[src/rtl/bnn_result_writer.sv]
// Result writeback stage: captures core result words into a show-ahead FIFO and drains
// them to activation memory with an auto-incrementing address. Optional macro: BNN_WB_CHECKSUM_EN.
module bnn_result_writer #(
    parameter int DEPTH  = 8,
    parameter int ADDR_W = 10,
    parameter int CNT_W  = 10
) (
    input  logic              clk,
    input  logic              rst,
    input  logic              store_in,
    input  logic [31:0]       result_bins,
    input  logic              cfg_start,
    input  logic [ADDR_W-1:0] cfg_base_addr,
    input  logic [CNT_W-1:0]  cfg_word_count,
    output logic              mem_wr_valid,
    input  logic              mem_wr_ready,
    output logic [ADDR_W-1:0] mem_wr_addr,
    output logic [31:0]       mem_wr_data,
    output logic              busy,
    output logic              done,
    output logic              overflow
`ifdef BNN_WB_CHECKSUM_EN
    ,
    output logic [31:0]       checksum
`endif
);

    localparam int PTR_W = $clog2(DEPTH);
    localparam logic [PTR_W:0] FILL_ONE  = (PTR_W+1)'(1);
    localparam logic [PTR_W:0] FILL_FULL = (PTR_W+1)'(DEPTH);

    typedef enum logic [1:0] {
        S_IDLE  = 2'd0,
        S_RUN   = 2'd1,
        S_DRAIN = 2'd2,
        S_DONE  = 2'd3
    } state_t;

    state_t            state;
    state_t            state_nxt;
    logic [31:0]       mem [DEPTH];
    logic [PTR_W-1:0]  rd_ptr;
    logic [PTR_W-1:0]  wr_ptr;
    logic [PTR_W:0]    fill;
    logic [PTR_W:0]    fill_nxt;
    logic [CNT_W-1:0]  target;
    logic [CNT_W-1:0]  captured;
    logic              full;
    logic              pop;
    logic              store_run;
    logic              push;
    logic              drop;
    logic              last_store;
    logic [31:0]       head_nxt;

    // Handshake, FIFO occupancy, next state and next show-ahead head word
    always_comb begin
        full       = (fill == FILL_FULL);
        pop        = mem_wr_valid && mem_wr_ready;
        store_run  = (state == S_RUN) && store_in;
        push       = store_run && (!full || pop);
        drop       = store_run && full && !pop;
        last_store = store_run && ((captured + CNT_W'(1)) == target);

        case ({push, pop})
            2'b10:   fill_nxt = fill + FILL_ONE;
            2'b01:   fill_nxt = fill - FILL_ONE;
            default: fill_nxt = fill;
        endcase

        state_nxt = state;
        case (state)
            S_IDLE: begin
                if (cfg_start) begin
                    state_nxt = (cfg_word_count == '0) ? S_DONE : S_RUN;
                end else begin
                    state_nxt = S_IDLE;
                end
            end
            S_RUN: begin
                if (last_store) begin
                    state_nxt = S_DRAIN;
                end else begin
                    state_nxt = S_RUN;
                end
            end
            S_DRAIN: begin
                if (fill == '0) begin
                    state_nxt = S_DONE;
                end else begin
                    state_nxt = S_DRAIN;
                end
            end
            S_DONE:  state_nxt = S_IDLE;
            default: state_nxt = S_IDLE;
        endcase

        // Head after this edge: next stored word, or the incoming word when the FIFO runs dry
        head_nxt = mem_wr_data;
        if (pop) begin
            if (fill > FILL_ONE) begin
                head_nxt = mem[rd_ptr + PTR_W'(1)];
            end else if (push) begin
                head_nxt = result_bins;
            end else begin
                head_nxt = mem_wr_data;
            end
        end else if (fill == '0) begin
            if (push) begin
                head_nxt = result_bins;
            end else begin
                head_nxt = mem_wr_data;
            end
        end else begin
            head_nxt = mem[rd_ptr];
        end
    end

    // FIFO storage array
    always_ff @(posedge clk) begin
        if (push) begin
            mem[wr_ptr] <= result_bins;
        end
    end

    // Job FSM, FIFO pointers and registered write-port/status outputs
    always_ff @(posedge clk) begin
        if (rst) begin
            state        <= S_IDLE;
            rd_ptr       <= '0;
            wr_ptr       <= '0;
            fill         <= '0;
            target       <= '0;
            captured     <= '0;
            mem_wr_valid <= 1'b0;
            mem_wr_addr  <= '0;
            mem_wr_data  <= 32'h0000_0000;
            busy         <= 1'b0;
            done         <= 1'b0;
            overflow     <= 1'b0;
`ifdef BNN_WB_CHECKSUM_EN
            checksum     <= 32'h0000_0000;
`endif
        end else begin
            state <= state_nxt;
            fill  <= fill_nxt;
            if (push) begin
                wr_ptr <= wr_ptr + PTR_W'(1);
            end
            if (pop) begin
                rd_ptr <= rd_ptr + PTR_W'(1);
            end
            if ((state == S_IDLE) && cfg_start) begin
                mem_wr_addr <= cfg_base_addr;
                target      <= cfg_word_count;
                captured    <= '0;
                overflow    <= 1'b0;
`ifdef BNN_WB_CHECKSUM_EN
                checksum    <= 32'h0000_0000;
`endif
            end else begin
                if (pop) begin
                    mem_wr_addr <= mem_wr_addr + ADDR_W'(1);
`ifdef BNN_WB_CHECKSUM_EN
                    checksum    <= checksum ^ mem_wr_data;
`endif
                end
                // Dropped words still count toward the job length
                if (store_run) begin
                    captured <= captured + CNT_W'(1);
                end
                if (drop) begin
                    overflow <= 1'b1;
                end
            end
            mem_wr_data  <= head_nxt;
            mem_wr_valid <= ((state_nxt == S_RUN) || (state_nxt == S_DRAIN)) && (fill_nxt != '0);
            busy         <= (state_nxt == S_RUN) || (state_nxt == S_DRAIN);
            done         <= (state_nxt == S_DONE);
        end
    end

endmodule

[config.mk]
export PLATFORM = sky130hd
export DESIGN_NAME = bnn_result_writer
export DESIGN_NICKNAME = d
export VERILOG_FILES = /design/src/rtl/bnn_result_writer.sv
export SDC_FILE = /design/constraint.sdc
export NUM_CORES = 1
export LEC_CHECK = 0
export CAP_MARGIN = 20
export CORE_AREA = 2 2 300 183
export CTS_CLUSTER_DIAMETER = 120
export DETAILED_ROUTE_END_ITERATION = 12
export DIE_AREA = 0 0 302 185
export PLACE_DENSITY = 0.56
export SYNTH_ARGS = -nofsm -noshare
export SYNTH_HDL_FRONTEND = slang
export SYNTH_SLANG_ARGS = --single-unit
export TNS_END_PERCENT = 100
[constraint.sdc]
create_clock -name clk -period 10.2 [get_ports clk]
set_input_delay 1.53 -clock clk [delete_from_list [all_inputs] [get_ports clk]]
set_output_delay 1.53 -clock clk [all_outputs]
set_load 0.05 [all_outputs]
==> flow_summary.ini, run 1 <==
[timing]
slew_headroom_pct = 28.9
setup_tns_ns = 0
rsz0062_at_grt = false
fin_ws_ns = 6.19
fin_crit_sh_pct = 39.3
tightest_slew_ns = 1.07
setup_viol = 0
hold_viol_final = 0
clock_skew_ns = 0.0273
fin_crit_ns = 4.01
slew_viol_final = 0
fmax_mhz = 249

[hold_path]
holdPathEnd = target[9]
min-delay-start = target[9]
holdPathStages = 2
hold_class = flip-flop to flip-flop

[drt]
vias_per_cell = 5.20
routedWlPerCell_um = 22.1
postRouteAntennaNets = 0
drtIter0Drc = 932
postRouteWirelength_mm = 40.9
via_count = 9601
drc = 0
drt_pass1_iterations = 5

[synth]
ys_ff_latch = 337
yosysWarnings = 0
async_reset_ff_share_pct = 0
netlist_area_mm2 = 0.0158
synth_edf_count = 256
synth.distinct_cells = 55
syn_area_per_cell_um2 = 15.5
synthCells = 1021
yosysSeqAreaShare_pct = 58.9
synth_fp_nets = 1089
ys.flop_type = edfxtp_1

[place]
port-buffer-count = 102
place_ws_ns = 5.68
gp_congestion = 0.780
hpwl_mm = 24.5

[clock_network]
clockRootBuffer = clkbuf_16
cts_buffer_depth = 3
clk_pin_slew_ns = 0.06
cts_tree = done
clock_latency_ns = 0.54
cts_setup_buffers = 0
cts.sinks = 337
holdBufCountCts = 0
cts-resized-gates = 0
cts-buffers-inserted = 34
htree_levels = 2

[setup_path]
crit_chain = clkdlybuf4s50_1, and3b_1, o21ai_2, inv_2, nand2_1, nor3_2, buf_4
reg2regPathDepth = 6
r2r_slack_ns = 6.98
path_delay_family = simple AND/OR/NAND/NOR gates
slowest_stage = nor3_2
critPathMaxFanout = 22
critical_path_class = input pin to flip-flop
start_kind = input pin
worstPathRequired_ns = 10.39
regToRegEndpoint = mem_wr_data[18]
arrival_ns = 4.19
end_kind = flip-flop
slowest_delay_ns = 0.78
worst-path-buf-inv = 3
r2r-start = rd_ptr[0]

[final_layout]
diodes = 0
area_growth_pct = 18.9
post-route-util_pct = 35.2
nets = 1177
drive_gt1_share_pct = 22.9

[die]
rows = 66
core_mm2 = 0.0534
ios = 103
floorplan.initialDensity_pct = 29.6
die_x_um = 302
fp.dieH_um = 185
dieArea_mm2 = 0.0559

[global_route]
grt-ovfl-total = 0
track_usage_pct = 14.5
grt_max_degree = 62
grt_pass1_wl_mm = 60.8
grt_pass1_vias = 9547
antenna_found_initial = 1

[outcome]
status = finished, final reports clean

[power_and_ir_drop]
p_per_area_mw_per_mm2 = 171
peakVddDrop_v = 0.0000962
p_leak_nw = 5.75
total_power_mw = 3.20

[flow_run]
max_cap_viol_count = 0
[power by group]
group	internal (mW)	leakage (nW)	total (mW)	switching, mW
Sequential	1.51	2.98	1.55	0.0361
Clock	0.714	0.533	1.26	0.542
Combinational	0.163	2.24	0.400	0.237
[worst min-delay path, stage by stage (launching register included)]
cell	delay, ns
dfxtp_1	0.32
nand2_1	0.06
a21oi_1	0.05
[cells in the mapped netlist, types with 20 or more instances]
library cell | number | area [µm²]
dfxtp_1 | 81 | 1620
a211oi_1 | 44 | 330
o21ai_0 | 23 | 115
a21oi_1 | 37 | 185
nor2_1 | 36 | 135
edfxtp_1 | 256 | 7690
mux4_2 | 128 | 2880
clkbuf_1 | 53 | 199
o22ai_1 | 32 | 200
nand2_1 | 66 | 248
mux2i_1 | 48 | 480
mux2_2 | 32 | 360
nor2b_1 | 20 | 125
[cell type report]
cell class	instances	area [µm²]
Inverter	12	45.0
Clock buffer	44	908
Sequential cell	337	9320
Timing Repair Buffer	129	1240
Multi-Input combinational cell	595	6200
Clock inverter	17	191
Fill cell	5001	34600
Tap cell	714	893
[cell families (layout without fill, tap and decap cells)]
group,count (synthesis),count (layout),synth area share [%]
fa+ha+maj,11,11,0.871
compound gates,168,168,6.99
flops,337,337,58.9
xor+xnor,35,35,1.94
buf+inv,89,202,2.38
mux,208,208,23.6
simple gates,173,173,5.35
[layout by cell type, fill, tap and decap left out, types with 34 or more instances in the layout]
cell | Yosys | layout
a21oi_1 | 37 | 37
dfxtp_1 | 81 | 77
edfxtp_1 | 256 | 256
a211oi_1 | 44 | 44
mux4_2 | 128 | 128
nand2_1 | 66 | 66
clkbuf_16 | 0 | 34
nor2_1 | 36 | 34
clkdlybuf4s50_1 | 0 | 101
mux2i_1 | 48 | 48
[worst max-delay path by stage]
stage                 start           end  slack [ns]  cells past startpoint
6_report           store_in    mem[4][23]        6.19                      7
5_1_grt        mem_wr_ready  mem_wr_valid        5.99                     12
4_1_cts            store_in     mem[4][1]        6.23                      7
3_5_place_dp   mem_wr_ready  mem_wr_valid        5.68                     12
3_3_place_gp       store_in  mem_wr_valid        5.74                     10
2_1_floorplan      store_in     mem[2][0]        4.37                      4
[metal layers]
metal	GRT usage, %	vias to the layer above	wire [µm]
met5	0	-	8
met2	22.2	279	18300
met4	2.97	2	578
li1	-	4285	-
met3	2.84	44	2450
met1	21.5	4991	19600
[stage by stage]
step                      hold slack [ns]  instance area (µm²)  cells
after floorplan                     0.448                15800   1021
final                               0.482                18800   1848
after CTS                           0.490                18800   1847
after global placement              0.469                17700   1786
after global routing                0.511                18800   1848
after detailed placement            0.474                17700   1786
[state kept, by name (all words and copies together) (netlist names), named ones only]
register / cells
wr_ptr: 3
busy: 1
fill: 4
mem_wr_addr: 10
state: 2
overflow: 1
mem_wr_valid: 1
done: 1
mem: 256
mem_wr_data: 32
rd_ptr: 3
captured: 10
target: 10
No activity file was read; power rests on OpenSTA's default activity.
==> run 2: changes to the inputs <==
--- a/config.mk
+++ b/config.mk
@@ -10,7 +10,7 @@
 export CTS_CLUSTER_DIAMETER = 120
 export DETAILED_ROUTE_END_ITERATION = 12
 export DIE_AREA = 0 0 302 185
-export PLACE_DENSITY = 0.56
+export PLACE_DENSITY = 0.57
 export SYNTH_ARGS = -nofsm -noshare
 export SYNTH_HDL_FRONTEND = slang
 export SYNTH_SLANG_ARGS = --single-unit
==> constraint.sdc (replaced) <==
create_clock -name clk -period 3.25 [get_ports clk]
set_input_delay 0.4875 -clock clk [delete_from_list [all_inputs] [get_ports clk]]
set_output_delay 0.4875 -clock clk [all_outputs]
set_load 0.05 [all_outputs]
==> run 2 against run 1 <==
Count of clock-buffer cells in the layout decreased by 2. Largest power group unchanged. First-iteration DRC count decreased by 7.2%. Core utilization increased by 0.63 points. Sequential power increased to 3.1 times the previous value. Wire length increased by 0.82%. Critical path depth increased by 2. Design area increased by 1.8%. Clock power increased to 3.3 times the previous value. Global-route usage increased by 0.23 points. Largest cell class unchanged. Combinational power increased to 3.2 times the previous value. Via count increased by 0.93%. Worst hold slack got worse by 0.016 ns.
==> flow_summary.ini, run 2 (synthesis gave the netlist of run 1 again) <==
[setup_path]
arrival_ns = 3.24
worst-path-buf-inv = 0
path_delay_family = simple AND/OR/NAND/NOR gates
end_kind = flip-flop
slowest_delay_ns = 0.51
r2r-start = captured[0]
slowest_stage = or4_4
critPathMaxFanout = 6
start_kind = flip-flop
critical_path_class = flip-flop to flip-flop
crit_path_frequent_cell = ha_1
crit_chain = ha_1, nand3_1, or3_1, a22o_1, or4_4, o31a_1, ha_1, nand2_1, a41oi_1
crit_start = captured[0]
worstPathRequired_ns = 3.68

[final_layout]
instances_no_fill = 1867
drive_gt1_share_pct = 24.1
final_cell_mix = edfxtp_1 (256), mux4_2 (128), clkdlybuf4s50_1 (101)
regMostFlops = mem
largest_reg_flops = 256
area_growth_pct = 21.1
post-route-util_pct = 35.8
reg.largest.list = mem (256), mem_wr_data (32)
layout_commonest_cell = edfxtp_1
nets = 1193
design_area_mm2 = 0.0191

[timing]
tightest_slew_ns = 1.07
fin_crit_sh_pct = 86.7
slew_viol_final = 0
fmax_mhz = 355
clock_skew_ns = 0.0292
fin_ws_ns = 0.433
fin_hold_ws_ns = 0.467
rsz0062_at_grt = false
slew_headroom_pct = 28.6
setup_tns_ns = 0
setup_viol = 0
hold_viol_final = 0
fin_crit_ns = 2.82

[die]
die_x_um = 302
core_mm2 = 0.0534
dieArea_mm2 = 0.0559
rows = 66
floorplan.initialDensity_pct = 29.6
ios = 103
fp.dieH_um = 185

[place]
hpwl_mm = 24.5
port-buffer-count = 102
gp_congestion = 0.785
place_ws_ns = 0.423
dp_cells = 1802
postPlaceCellArea_mm2 = 0.0179

[clock_network]
clock_latency_ns = 0.53
holdBufCountCts = 0
cts_tree = done
htree_levels = 2
cts_setup_buffers = 0
clk_pin_slew_ns = 0.06
cts-resized-gates = 0
cts-buffers-inserted = 35
clockRootBuffer = clkbuf_16
cts.sinks = 337
cts_buffer_depth = 3

[power_and_ir_drop]
intPower_mw = 7.79
p_per_area_mw_per_mm2 = 541
total_power_mw = 10.4
p_leak_nw = 5.89
seqPwrFrac_pct = 46.9
p_switching_mw = 2.56
p_sw_share_pct = 24.7
p_comb_share_pct = 12.3
peakVddDrop_v = 0.000296
clockPowerShare_pct = 40.8

[outcome]
status = finished, final reports clean

[drt]
drt_pass1_iterations = 6
drtIter0Drc = 865
postRouteWirelength_mm = 41.3
via_count = 9690
vias_per_cell = 5.19
drc = 0
routedWlPerCell_um = 22.1
postRouteAntennaNets = 0

[hold_path]
min-delay-start = rst
hold_class = input pin to flip-flop

[global_route]
antenna_found_initial = 4
grt-ovfl-total = 0
grt_max_degree = 66
grt_pass1_wl_mm = 61.7
grt_pass1_vias = 9799
track_usage_pct = 14.8

[flow_run]
max_cap_viol_count = 0
==> run 2: cell count changes in the layout (fill, tap and decap cells not counted), sizes merged <==
cell      delta
buf         +15
bufinv       +3
clkbuf       -2
clkinv       +3
clkinvlp     -2
diode        +2
==> run 2: power by group through the flow <==
stage | Sequential, mW | Combinational, mW | Clock (mW)
after global routing | 4.86 | 1.37 | 4.52
after detailed placement | 4.95 | 1.29 | 0
final | 4.85 | 1.28 | 4.22
after CTS | 4.85 | 1.29 | 4.34
after floorplan | 5.19 | 0.549 | 0
after global placement | 4.95 | 1.27 | 0
==> run 2: worst reg2reg max path, cell delays in order (launching register included) <==
cell     delay, ns
dfxtp_1       0.45
ha_1          0.29
nand3_1       0.13
or3_1         0.36
a22o_1        0.24
or4_4         0.51
o31a_1        0.26
ha_1          0.27
nand2_1       0.07
a41oi_1       0.17
==> run 2: final cells by class <==
type | count | area, µm²
Antenna cell | 2 | 5.00
Timing Repair Buffer | 144 | 1420
Fill cell | 4975 | 34300
Multi-Input combinational cell | 595 | 6250
Tap cell | 714 | 893
Clock buffer | 42 | 922
Sequential cell | 337 | 9320
Inverter | 12 | 45.0
Clock inverter | 21 | 279
==> run 2: final timing paths <==
path	depth (start not counted)	slack, ns	end
worst max register to register	9	0.43	mem_wr_valid
worst max-delay path	9	0.43	mem_wr_valid
worst min register to register	2	0.47	target[7]
worst min-delay path	2	0.47	rd_ptr[0]
==> run 2: per-layer routing <==
layer  vias to the layer above  global-route usage, %  wire length, µm
li1                       4329                      -                -
met1                      5027                   20.3            18400
met2                       276                   24.2            19600
met3                        54                   3.04             2550
met4                         4                   3.05              703
met5                         -                      0               35
